[src/rtl/cursor_pair_adder.sv]
// Cursor-and-confirm move engine for the two-row digit game: button edge detect,
// cursor navigation, source/target legality checks and (src + dst) mod MOD result.
module cursor_pair_adder #(
  parameter int N_MAX = 5,
  parameter int VAL_W = 4,
  parameter int MOD   = 10,
  parameter int IDX_W = $clog2(2*N_MAX),
  parameter int NUM_W = $clog2(N_MAX+1)
) (
  input  logic                     clk,
  input  logic                     rst,
  input  logic                     player,
  input  logic [NUM_W-1:0]         num,
  input  logic [2*N_MAX*VAL_W-1:0] status,
  input  logic                     btn_up,
  input  logic                     btn_down,
  input  logic                     btn_left,
  input  logic                     btn_right,
  input  logic                     btn_ok,
  output logic [IDX_W-1:0]         cursor,
  output logic                     holding,
  output logic [IDX_W-1:0]         src_index,
  output logic [IDX_W-1:0]         dst_index,
  output logic [VAL_W-1:0]         result,
  output logic                     result_valid,
  output logic                     draw_p1,
  output logic                     draw_p2,
  output logic                     reject
);

  typedef enum logic {S_SRC, S_DST} state_t;

  localparam logic [IDX_W-1:0] NM    = IDX_W'(N_MAX);
  localparam logic [IDX_W-1:0] ONE   = IDX_W'(1);
  localparam logic [VAL_W:0]   MOD_W = (VAL_W+1)'(MOD);

  state_t            state_q;
  logic [4:0]        prev_q;
  logic [IDX_W-1:0]  cursor_q, src_idx_q, src_index_q, dst_index_q;
  logic [VAL_W-1:0]  src_val_q, result_q;
  logic              holding_q, result_valid_q, draw_p1_q, draw_p2_q, reject_q;

  // button order in the vector: {ok, up, down, left, right}
  logic [4:0]        lvl, rise;
  logic [VAL_W-1:0]  slots [2*N_MAX];
  logic [IDX_W-1:0]  n_eff, col, last0, last1;
  logic [IDX_W-1:0]  clamp_idx, toggle_idx, right_idx, left_idx;
  logic              row, clamp_hit, own_row, val_ok, val_zero;
  logic [VAL_W-1:0]  cur_val, res_val;
  logic [VAL_W:0]    sum;

  assign lvl  = {btn_ok, btn_up, btn_down, btn_left, btn_right};
  assign rise = lvl & ~prev_q;

  always_comb begin
    for (int unsigned i = 0; i < 2*N_MAX; i++) begin
      slots[i] = status[i*VAL_W +: VAL_W];
    end
  end

  always_comb begin
    if (num == '0)                     n_eff = ONE;
    else if (num > NUM_W'(N_MAX))      n_eff = NM;
    else                               n_eff = IDX_W'(num);
    row        = (cursor_q >= NM);
    col        = row ? (cursor_q - NM) : cursor_q;
    last0      = n_eff - ONE;
    last1      = NM + n_eff - ONE;
    clamp_hit  = (col >= n_eff);
    clamp_idx  = row ? last1 : last0;
    toggle_idx = row ? col : (col + NM);
    // right/left walk row0 col0..n-1 then row1 col0..n-1, wrapping at both ends
    if (cursor_q == last1)      right_idx = '0;
    else if (cursor_q == last0) right_idx = NM;
    else                        right_idx = cursor_q + ONE;
    if (cursor_q == '0)         left_idx = last1;
    else if (cursor_q == NM)    left_idx = last0;
    else                        left_idx = cursor_q - ONE;
    cur_val  = slots[cursor_q];
    own_row  = (row == player);
    val_ok   = ({1'b0, cur_val} < MOD_W);
    val_zero = (cur_val == '0);
    sum      = {1'b0, src_val_q} + {1'b0, cur_val};
    res_val  = (sum >= MOD_W) ? VAL_W'(sum - MOD_W) : VAL_W'(sum);
  end

  always_ff @(posedge clk) begin
    if (rst) begin
      prev_q         <= lvl;
      state_q        <= S_SRC;
      cursor_q       <= '0;
      holding_q      <= 1'b0;
      src_idx_q      <= '0;
      src_val_q      <= '0;
      src_index_q    <= '0;
      dst_index_q    <= '0;
      result_q       <= '0;
      result_valid_q <= 1'b0;
      draw_p1_q      <= 1'b0;
      draw_p2_q      <= 1'b0;
      reject_q       <= 1'b0;
    end else begin
      prev_q         <= lvl;
      result_valid_q <= 1'b0;
      draw_p1_q      <= 1'b0;
      draw_p2_q      <= 1'b0;
      reject_q       <= 1'b0;
      if (clamp_hit) begin
        cursor_q <= clamp_idx;
      end else if (rise[4]) begin
        unique case (state_q)
          S_SRC: begin
            if (own_row && !val_zero && val_ok) begin
              src_idx_q <= cursor_q;
              src_val_q <= cur_val;
              state_q   <= S_DST;
              holding_q <= 1'b1;
            end else begin
              reject_q <= 1'b1;
            end
          end
          S_DST: begin
            if (own_row) begin
              reject_q  <= 1'b1;
              state_q   <= S_SRC;
              cursor_q  <= '0;
              holding_q <= 1'b0;
            end else if (!val_ok) begin
              reject_q <= 1'b1;
            end else begin
              result_q       <= res_val;
              result_valid_q <= 1'b1;
              src_index_q    <= src_idx_q;
              dst_index_q    <= cursor_q;
              draw_p1_q      <= val_zero && !player;
              draw_p2_q      <= val_zero && player;
              state_q        <= S_SRC;
              cursor_q       <= '0;
              holding_q      <= 1'b0;
            end
          end
          default: state_q <= S_SRC;
        endcase
      end else if (rise[3] || rise[2]) begin
        cursor_q <= toggle_idx;
      end else if (rise[1]) begin
        cursor_q <= left_idx;
      end else if (rise[0]) begin
        cursor_q <= right_idx;
      end
    end
  end

  assign cursor       = cursor_q;
  assign holding      = holding_q;
  assign src_index    = src_index_q;
  assign dst_index    = dst_index_q;
  assign result       = result_q;
  assign result_valid = result_valid_q;
  assign draw_p1      = draw_p1_q;
  assign draw_p2      = draw_p2_q;
  assign reject       = reject_q;

endmodule

[config.mk]
export PLATFORM = sky130hd
export DESIGN_NAME = cursor_pair_adder
export DESIGN_NICKNAME = d
export VERILOG_FILES = /design/src/rtl/cursor_pair_adder.sv
export SDC_FILE = /design/constraint.sdc
export NUM_CORES = 1
export LEC_CHECK = 0
export CAP_MARGIN = 10
export CORE_ASPECT_RATIO = 1.2
export CORE_MARGIN = 1.5
export CORE_UTILIZATION = 30
export DETAILED_ROUTE_END_ITERATION = 10
export PLACE_DENSITY = 0.58
export SLEW_MARGIN = 20
export SYNTH_ARGS = -nofsm -noshare
export SYNTH_HDL_FRONTEND = slang
export SYNTH_SLANG_ARGS = --single-unit
[constraint.sdc]
create_clock -name clk -period 3.8 [get_ports clk]
set_input_delay 0.76 -clock clk [delete_from_list [all_inputs] [get_ports clk]]
set_output_delay 0.76 -clock clk [all_outputs]
set_load 0.05 [all_outputs]
==> flow_summary.ini <==
[status]
status = finished clean

[cts]
root_buffer = clkbuf_8
cts_hold_buf = 0
clkLatencyLatePin_ns = 0.29
ctsLongestPathBuffers = 2
ctsResizeCount = 0
path_clk_slew_ns = 0.07
clock-sinks = 35
cts_tree = yes
h-tree-depth = 2
cts_buffers = 5
cts_setup_buffers = 0

[critical_path]
path_class = in2reg
cp-end-kind = flip-flop
crit_path_start_kind = input port
rr_startpoint = cursor[0]
r2r_slack_ns = 0.51
critPathRequiredTime_ns = 4.02
reg2reg_depth = 14
cp-startpoint = status[28]
cp-endpoint = result[2]
reg2reg_to = dst_index[0]
cp_max_fo = 3
cp.arrival_ns = 3.69

[final_layout]
stdcell_count = 525
nNetsFinal = 472
area_growth_pct = 38.4
nFillCells = 891
layout_commonest_cell = clkdlybuf4s50_1
fin_area_um2 = 3740
drive_gt1_share_pct = 12.5
layout_common_cells = clkdlybuf4s50_1, dfxtp_1, mux2i_1
n_antenna_cell = 0

[floorplan]
die_area_um2 = 9590
core_area_um2 = 8660
rows = 37
die_h_um = 107
die_w_um = 89.6
io_pins = 72
start_util_pct = 31.2

[power_and_ir_drop]
vdd.ir_drop.worst_mv = 0.209
p_leak_nw = 1.39
powerDensity_nw_per_um2 = 669

[yosys]
synth.largest_area_cell = dfxtp_1
synth.cell_area_um2 = 2700
syn-num-nets = 388
synth_edf_count = 0
ys.warnings.count = 0
yosys.area_share.simple_pct = 16.7
seq_area_frac_synth_pct = 25.9
synth_top_area_share_pct = 25.9
postSynthCellCount = 323
avgSynthCellArea_um2 = 8.36
synth-xor-area-share_pct = 4.82
synth-main-ff-cell = dfxtp_1
ys_async_sr_fraction_pct = 0
synthMuxAreaShare_pct = 12.3
synth_top_family_by_area = compound AO/OA/AOI/OAI gates
synth_compound_area_share_pct = 27.6
synthAdderAreaFrac_pct = 6.76
synth_top_cells_by_area = dfxtp_1, mux2i_1, ha_1, a21oi_1, xnor2_1
ys_types = 60
synth_seq_cells = 35

[flow_run]
cap_violations = 0

[timing]
max_slew_margin_pct = 55.0
holdWs_ns = 0.487
drv_slew = 0
hold_viol = 0
skew_ns = 0.00569
worst_slew_pin_slew_ns = 0.675
rsz0062_at_grt = no
fin_crit_sh_pct = 91.5
min_period_ns = 3.48
setup_viol = 0
timing.fmax_mhz = 288

[routing]
drc_errors = 0
totalWireLength_um = 7860
num_vias = 2709
drt_first_pass_iters = 4
avgRoutedWirePerCell_um = 15.0
route.antenna.remaining_nets = 0
drt_iter0_drc = 91
avgViaCountPerCell = 5.16

[placement]
placedCellCount = 517
gp_congestion = 0.860
post-dp-hpwl_um = 6250
placed_cell_area_um2 = 3650
numPortBuffers = 71

[global_routing]
first_global_vias = 2616
grt_max_degree = 26
grt_antenna_before_repair = 0
grt-ovfl-total = 0
grt_pass1_wl_um = 12700
grt_util_all_layers_pct = 17.0

[worst_hold_path]
hold_class = reg2reg
hold_path_startpoint = src_idx_q[3]
## power by group
part / switching, W / internal [W] / leakage, nW / total [W]
Combinational: 0.00102 / 0.000766 / 1.06 / 0.00179
Clock: 0.000133 / 0.000125 / 0.0477 / 0.000258
Sequential: 0.0000435 / 0.000410 / 0.286 / 0.000453
Total: 0.00120 / 0.00130 / 1.39 / 0.00250
## layout make-up
cell class / instances / area, um^2 / area share, %
sequential: 35 / 703 / 18.8
multi-input combinational: 255 / 1850 / 49.4
clock inverter: 3 / 15.0 / 0.402
clock buffer: 5 / 68.8 / 1.84
timing repair buffer: 95 / 903 / 24.2
inverter: 15 / 56.3 / 1.51
tap: 117 / 146 / 3.92
## per-stage QoR
| step | total power, W | util (%) | TNS, ns | worst slack [ns] |
|---|---|---|---|---|
| 2_1_floorplan | 0.00171 | - | 0 | 0.0980 |
| 3_3_place_gp | 0.00222 | 42.2 | 0 | 0.0756 |
| 3_5_place_dp | 0.00224 | 42.2 | -0.0195 | -0.0195 |
| 4_1_cts | 0.00251 | 43.2 | 0 | 0.286 |
| 5_1_grt | 0.00272 | 43.2 | 0 | 0.102 |
| 6_report | 0.00250 | 43.2 | 0 | 0.324 |
## Yosys cell counts, types with 4 or more instances
master	number
nand3_1	8
buf_2	4
ha_1	13
nor3_1	14
o22ai_1	10
xnor2_1	10
a211oi_1	5
dfxtp_1	35
nand2_1	14
nor2b_1	6
a21oi_1	24
clkbuf_1	8
o21ai_1	9
o21ai_0	14
mux2i_1	31
inv_1	13
buf_6	4
a211oi_2	4
nor2_1	20
a31oi_1	5
nand2b_1	12
a21o_1	5
## flip-flops by register name, indices dropped and copies added (netlist names)
name          count
draw_p1           1
reject            1
holding           1
dst_index         4
src_idx_q         4
draw_p2           1
result_valid      1
src_val_q         4
cursor            4
src_index         4
prev_q            5
result            4
state_q           1
## layer usage
metal / GRT usage (%) / share of wire, % / wire length [um]
met2: 30.0 / 52 / 4060
met4: 6.70 / 3.2 / 248
met1: 19.7 / 42 / 3290
met3: 3.23 / 3.3 / 256
met5: 0 / 0 / 0
## logic make-up after synthesis
family          count (synthesis)
buf+inv                        33
simple gates                   89
xor+xnor                       14
fa+ha+maj                      14
compound gates                105
mux                            33
flops                          35
## how the worst min path moves through the flow
| stage | to | slack [ns] | cells past startpoint |
|---|---|---|---|
| 3_5_place_dp | src_idx_q[0] | 0.48 | 2 |
| 3_3_place_gp | src_idx_q[1] | 0.47 | 2 |
| 6_report | src_idx_q[3] | 0.49 | 2 |
| 2_1_floorplan | src_idx_q[2] | 0.45 | 1 |
| 4_1_cts | src_idx_q[0] | 0.49 | 2 |
| 5_1_grt | src_idx_q[0] | 0.51 | 2 |
## worst max-delay path, cell delays in order
cell,delay [ns]
clkdlybuf4s50_1,0.46
mux2i_1,0.06
o22ai_1,0.21
o21ai_0,0.12
o21ai_1,0.12
ha_1,0.19
inv_1,0.05
fa_1,0.39
xor2_1,0.25
ha_1,0.20
nand2_1,0.05
a21boi_0,0.24
mux2_2,0.38
a211oi_2,0.20
Note: power is estimated with default switching activity, not from simulation.
